===== src/rtl/pointer_addr_unit_pkg.sv =====
// Shared encodings for the pointer/address stage: enable-bit indices,
// pointer-select codes and memory request decoding.
package pointer_addr_unit_pkg;

  localparam int unsigned RO_GSP = 2;
  localparam int unsigned RO_RP  = 3;
  localparam int unsigned RO_CP  = 4;
  localparam int unsigned RO_STP = 5;

  typedef enum logic [1:0] {
    P_GSP = 2'd0,
    P_RP  = 2'd1,
    P_CP  = 2'd2,
    P_STP = 2'd3
  } ptr_sel_e;

  typedef enum logic [1:0] {
    MEM_IDLE     = 2'd0,
    MEM_RD       = 2'd1,
    MEM_WR       = 2'd2,
    MEM_CONFLICT = 2'd3
  } mem_op_e;

  function automatic mem_op_e decode_mem(input logic rd, input logic wr);
    case ({rd, wr})
      2'b10:   return MEM_RD;
      2'b01:   return MEM_WR;
      2'b11:   return MEM_CONFLICT;
      default: return MEM_IDLE;
    endcase
  endfunction

endpackage


===== src/rtl/pointer_addr_unit_ptr_reg.sv =====
// Single memory pointer register: clear > write > increment, with a sticky
// flag recording an increment that wrapped from all-ones to zero.
module ptr_reg #(
  parameter int unsigned ADDR_W = 16,
  parameter int unsigned DATA_W = 16
) (
  input  logic              clk,
  input  logic              rst,
  input  logic              rst_en,
  input  logic              wrt_en,
  input  logic              inc_en,
  input  logic [DATA_W-1:0] bus_in,
  output logic [ADDR_W-1:0] ptr,
  output logic              wrap
);

  logic [ADDR_W-1:0] wr_val;

  if (DATA_W >= ADDR_W) begin : g_trunc
    assign wr_val = bus_in[ADDR_W-1:0];
    if (DATA_W > ADDR_W) begin : g_hi
      logic unused_hi;
      assign unused_hi = ^bus_in[DATA_W-1:ADDR_W];
    end
  end else begin : g_zext
    assign wr_val = {{(ADDR_W-DATA_W){1'b0}}, bus_in};
  end

  always_ff @(posedge clk) begin
    if (rst) begin
      ptr  <= '0;
      wrap <= 1'b0;
    end else if (rst_en) begin
      ptr  <= '0;
      wrap <= 1'b0;
    end else if (wrt_en) begin
      ptr <= wr_val;
    end else if (inc_en) begin
      ptr <= ptr + 1'b1;
      if (ptr == '1) wrap <= 1'b1;
    end
  end

endmodule


===== src/rtl/pointer_addr_unit.sv =====
// Memory pointer bank (GSP/RP/CP/STP) with registered RAM address, single-cycle
// read/write strobes and a read-data-valid flag delayed by the RAM latency.
module pointer_addr_unit
  import pointer_addr_unit_pkg::*;
#(
  parameter int unsigned ADDR_W = 16,
  parameter int unsigned DATA_W = 16,
  parameter int unsigned RD_LAT = 1
) (
  input  logic              clk,
  input  logic              rst,
  input  logic [13:0]       wrt_en,
  input  logic [13:0]       inc_en,
  input  logic [13:0]       rst_en,
  input  logic [DATA_W-1:0] bus_in,
  input  logic [1:0]        p_ctrl,
  input  logic              mem_read,
  input  logic              mem_write,
  output logic [ADDR_W-1:0] gsp_out,
  output logic [ADDR_W-1:0] rp_out,
  output logic [ADDR_W-1:0] cp_out,
  output logic [ADDR_W-1:0] stp_out,
  output logic [ADDR_W-1:0] ram_addr,
  output logic              ram_re,
  output logic              ram_we,
  output logic              rd_valid,
  output logic [3:0]        wrap_flags,
  output logic              ctrl_err
);

  if (RD_LAT != 1 && RD_LAT != 2) begin : g_bad_lat
    $error("pointer_addr_unit: RD_LAT must be 1 or 2");
  end

  logic unused_en;
  assign unused_en = ^{wrt_en[13:6], wrt_en[1:0],
                       inc_en[13:6], inc_en[1:0],
                       rst_en[13:6], rst_en[1:0]};

  logic gsp_wrap, rp_wrap, cp_wrap, stp_wrap;

  ptr_reg #(.ADDR_W(ADDR_W), .DATA_W(DATA_W)) u_gsp (
    .clk(clk), .rst(rst), .rst_en(rst_en[RO_GSP]), .wrt_en(wrt_en[RO_GSP]),
    .inc_en(inc_en[RO_GSP]), .bus_in(bus_in), .ptr(gsp_out), .wrap(gsp_wrap)
  );

  ptr_reg #(.ADDR_W(ADDR_W), .DATA_W(DATA_W)) u_rp (
    .clk(clk), .rst(rst), .rst_en(rst_en[RO_RP]), .wrt_en(wrt_en[RO_RP]),
    .inc_en(inc_en[RO_RP]), .bus_in(bus_in), .ptr(rp_out), .wrap(rp_wrap)
  );

  ptr_reg #(.ADDR_W(ADDR_W), .DATA_W(DATA_W)) u_cp (
    .clk(clk), .rst(rst), .rst_en(rst_en[RO_CP]), .wrt_en(wrt_en[RO_CP]),
    .inc_en(inc_en[RO_CP]), .bus_in(bus_in), .ptr(cp_out), .wrap(cp_wrap)
  );

  ptr_reg #(.ADDR_W(ADDR_W), .DATA_W(DATA_W)) u_stp (
    .clk(clk), .rst(rst), .rst_en(rst_en[RO_STP]), .wrt_en(wrt_en[RO_STP]),
    .inc_en(inc_en[RO_STP]), .bus_in(bus_in), .ptr(stp_out), .wrap(stp_wrap)
  );

  assign wrap_flags = {stp_wrap, cp_wrap, rp_wrap, gsp_wrap};

  // Mux reads the pointer registers' current outputs, so a same-edge update
  // is only visible on ram_addr one cycle later.
  logic [ADDR_W-1:0] sel_ptr;

  always_comb begin
    sel_ptr = '0;
    case (ptr_sel_e'(p_ctrl))
      P_GSP:   sel_ptr = gsp_out;
      P_RP:    sel_ptr = rp_out;
      P_CP:    sel_ptr = cp_out;
      P_STP:   sel_ptr = stp_out;
      default: sel_ptr = '0;
    endcase
  end

  mem_op_e mem_op;
  assign mem_op = decode_mem(mem_read, mem_write);

  logic [RD_LAT-1:0] rd_pipe;

  always_ff @(posedge clk) begin
    if (rst) begin
      ram_addr <= '0;
      ram_re   <= 1'b0;
      ram_we   <= 1'b0;
      ctrl_err <= 1'b0;
      rd_pipe  <= '0;
    end else begin
      ram_addr <= sel_ptr;
      ram_re   <= (mem_op == MEM_RD);
      ram_we   <= (mem_op == MEM_WR);
      if (mem_op == MEM_CONFLICT) ctrl_err <= 1'b1;
      rd_pipe[0] <= ram_re;
      for (int unsigned i = 1; i < RD_LAT; i++) rd_pipe[i] <= rd_pipe[i-1];
    end
  end

  assign rd_valid = rd_pipe[RD_LAT-1];

endmodule


===== config.mk =====
export PLATFORM = sky130hd
export DESIGN_NAME = pointer_addr_unit
export DESIGN_NICKNAME = d
export VERILOG_FILES = /design/src/rtl/pointer_addr_unit_pkg.sv /design/src/rtl/pointer_addr_unit_ptr_reg.sv /design/src/rtl/pointer_addr_unit.sv
export SDC_FILE = /design/constraint.sdc
export NUM_CORES = 1
export LEC_CHECK = 0
export CAP_MARGIN = 20
export CELL_PAD_IN_SITES_DETAIL_PLACEMENT = 2
export CELL_PAD_IN_SITES_GLOBAL_PLACEMENT = 2
export CORE_MARGIN = 2
export CORE_UTILIZATION = 24
export DETAILED_ROUTE_END_ITERATION = 10
export PLACE_DENSITY_LB_ADDON = 0.1
export REMOVE_ABC_BUFFERS = 1
export SLEW_MARGIN = 5
export SYNTH_ARGS = -nofsm -noshare
export SYNTH_HDL_FRONTEND = slang
export SYNTH_SLANG_ARGS = --single-unit

===== constraint.sdc =====
create_clock -name clk -period 1.49 [get_ports clk]
set_input_delay 0.298 -clock clk [delete_from_list [all_inputs] [get_ports clk]]
set_output_delay 0.298 -clock clk [all_outputs]
set_load 0.05 [all_outputs]

==> results.toml <==
[drt]
wirelength_um = 21300
num_vias = 4786
drt_first_pass_iters = 4
wire_per_inst_um = 22.2
wl_met3_um = 603
via_per_inst = 4.98
drcViolationCount = 0
drt_iter0_markers = 192
drt.antenna.violating_nets = 0
wl_met1_um = 9020
top_layer_used = "met4"
wl_met2_um = 11300

[critical_path]
cp_max_fo = 6
r2r_slack_ns = 0.03
r2r_start = "u_rp.ptr[0]"
end_kind = "flop"
start_kind = "flop"
reg2reg_depth = 6
timing.rr.end = "u_rp.ptr[13]"
path_class = "reg2reg"
cp.required_ns = 1.73
worstPathArrival_ns = 1.70

[sta]
finalHoldViolCount = 0
period_needed_ns = 1.46
skew_ns = 0.00846
drv_slew = 0
clock.fmax_mhz = 685
post-route-period-util = 0.980
rsz0062_at_grt = "true"
tightest_slew_ns = 0.429
setup_viol_count_final = 0
holdWs_ns = 0.501
slew_headroom = 0.713
setup_tns_ns = 0

[synth]
syn_area_per_cell_sq_um = 8.98
synthCells = 508
synthAdderAreaFrac = 0.0110
ys_types = 41
synth_simple_gate_area_share = 0.228
ys_ff_latch = 88
synth_area_leaders = "dfxtp_1, xnor2_1, mux4_2, a21oi_1, o21ai_0"
ys_warn_count = 0
syn_area_sq_mm = 0.00456
synth-compound-area-share = 0.131
synth_top_family_by_area = "simple AND/OR/NAND/NOR gates"
async_flop_share = 0
synth_enable_flop_cells = 0
yosysTopAreaCellShare = 0.386
ys.flop_type = "dfxtp_1"
seq_area_frac_synth = 0.386
synth_top_area_cell = "dfxtp_1"
synth_mux_area_frac = 0.0996
synth_xor_area_frac = 0.0960

[global_routing]
grt.total_usage = 0.213
grt_max_degree = 29
overflow = 0
grt_pass1_wl_um = 32000
grt_antenna_before_repair = 0
grt_pass1_vias = 5392

[clocking]
clk_latency_ns = 0.35
cts_inserted_buffers = 9
cts.clk_slew.worst_paths_ns = 0.07
clockBufferDepth = 2
ctsHtreeMaxLevel = 3
cts.sinks = 88
root_buffer = "clkbuf_16"
cts_tree = "yes"

[floorplanning]
chipHeight_um = 142
die_w_um = 142
core_area_sq_mm = 0.0187
start_util = 0.244
io_pins = 152
dieArea_sq_mm = 0.0201
fp-row-count = 50

[layout]
drive_above_1_share = 0.399
final_nets = 790
fill_cells = 1913
layout.cells.non_filler = 961
antennaDiodeCount = 0
area.growth.synth_to_final_pct = 82.2

[placed_design]
gp_congestion = 0.802
port_buffers = 121
place_inst = 934
hpwl_um = 16700

[status]
outcome = "complete, no violations"

[hold_path]
hp-start = "u_gsp.wrap"
hold_class = "reg2reg"
worstHoldEndpoint = "u_gsp.wrap"
min_path_cells = 2

[run]
max-cap-violations = 0

[pwr]
p_leak_nw = 3.22
power_density_mw_per_mm2 = 783
ir_drop_v = 0.000507
## worst max-delay path, cell delays in order (launching register included)
cell and delay [ns]:
dfxtp_2 0.37, buf_4 0.17, nand4_1 0.15, buf_6 0.18, nor4_4 0.22, xnor2_1 0.17
a21oi_1 0.09
## metrics by stage
stage                      util  total power, mW  worst slack, ns  cell area [sq um]
after detailed placement  0.408             4.14           -0.505               7640
after global routing      0.444             6.79          -0.0399               8310
final                     0.444             6.51           0.0294               8310
after floorplan               -             3.18           -0.395               4410
after CTS                 0.430             6.57          -0.0467               8040
after global placement    0.408             4.10           -0.403               7640
## how the worst max path moves through the flow
stage	slack, ns	startpoint	endpoint
6_report	0.03	u_rp.ptr[0]	u_rp.ptr[13]
5_1_grt	-0.04	u_rp.ptr[0]	u_rp.ptr[13]
4_1_cts	-0.05	u_rp.ptr[1]	u_rp.ptr[12]
3_5_place_dp	-0.51	inc_en[4]	u_cp.ptr[12]
3_3_place_gp	-0.40	inc_en[2]	u_gsp.ptr[14]
2_1_floorplan	-0.40	u_rp.ptr[0]	u_rp.ptr[12]
## metal layers
layer	vias to the layer above	global-route usage
met3	23	0.0223
met4	0	0.0679
met5	-	0
li1	2252	-
met2	87	0.385
met1	2424	0.266
## logic make-up after synthesis
family	count (synthesis)
simple gates	181
compound gates	110
flops	88
xor+xnor	50
buf+inv	50
mux	25
fa+ha+maj	4
## timing repair
| action | 4_1_cts | 5_1_grt |
|---|---|---|
| endpoints found under the setup margin | 15 | 33 |
| endpoints found under the hold margin | 0 | 0 |
| buffers inserted | 0 | 9 |
| cloned | 1 | 1 |
| gates resized for setup | 16 | 45 |
| pin swaps | 2 | 10 |
| hold buffers | 0 | 0 |
## power by group
part / switching (mW) / total [mW] / internal (mW)
sequential: 0.117 / 2.56 / 2.45
combinational: 0.811 / 1.55 / 0.737
clock: 1.00 / 2.39 / 1.39
## cell usage after synthesis, types with 2 or more instances
cell type  number
nor2_1         35
buf_4           7
inv_1          15
nand4_4         4
a31oi_1         4
clkinv_1        3
or2_2           4
nand4_1        17
clkbuf_2        2
xor2_1          7
clkbuf_1       17
ha_1            4
o21ai_0        44
nor3_1         18
a31o_2          2
mux2i_1         9
buf_2           4
nor2b_1        20
xnor2_1        43
buf_1           2
dfxtp_1        88
a21oi_1        51
a211oi_1        3
a311oi_1        2
mux4_2         15
nor4_1         14
nand3_1        20
or3_1           2
nor3b_1         4
and3_1          5
nor4_2          4
nand2_1        30
## area by class of cell
type | instances | area, sq um | share of cell area
clock buffers | 13 | 260 | 0.0313
clock inverters | 3 | 40.0 | 0.00482
inverters | 18 | 67.6 | 0.00813
multi-input cells | 371 | 2820 | 0.339
flip-flops and latches | 88 | 1780 | 0.215
well taps | 234 | 293 | 0.0352
repair buffers | 234 | 3050 | 0.367
## cell usage in the layout, fill, tap and decap left out, types with 4 or more instances in the layout
master,n
mux2i_1,9
xor2_1,7
nor4_4,9
nor2b_1,20
nand3_2,4
xnor2_1,43
nand4_4,5
or2_2,4
nor3_2,6
a21oi_1,51
mux4_2,15
nand4_1,17
a31oi_1,4
dfxtp_2,14
buf_12,94
nand2_1,28
nor3_1,12
nand3_1,16
inv_1,15
o21ai_0,44
nor3b_1,4
and3_1,5
clkdlybuf4s50_1,29
nor4_1,4
dfxtp_1,73
buf_4,103
nor4_2,6
nor2_1,33
clkbuf_16,9
(Power assumes the default switching activity.)
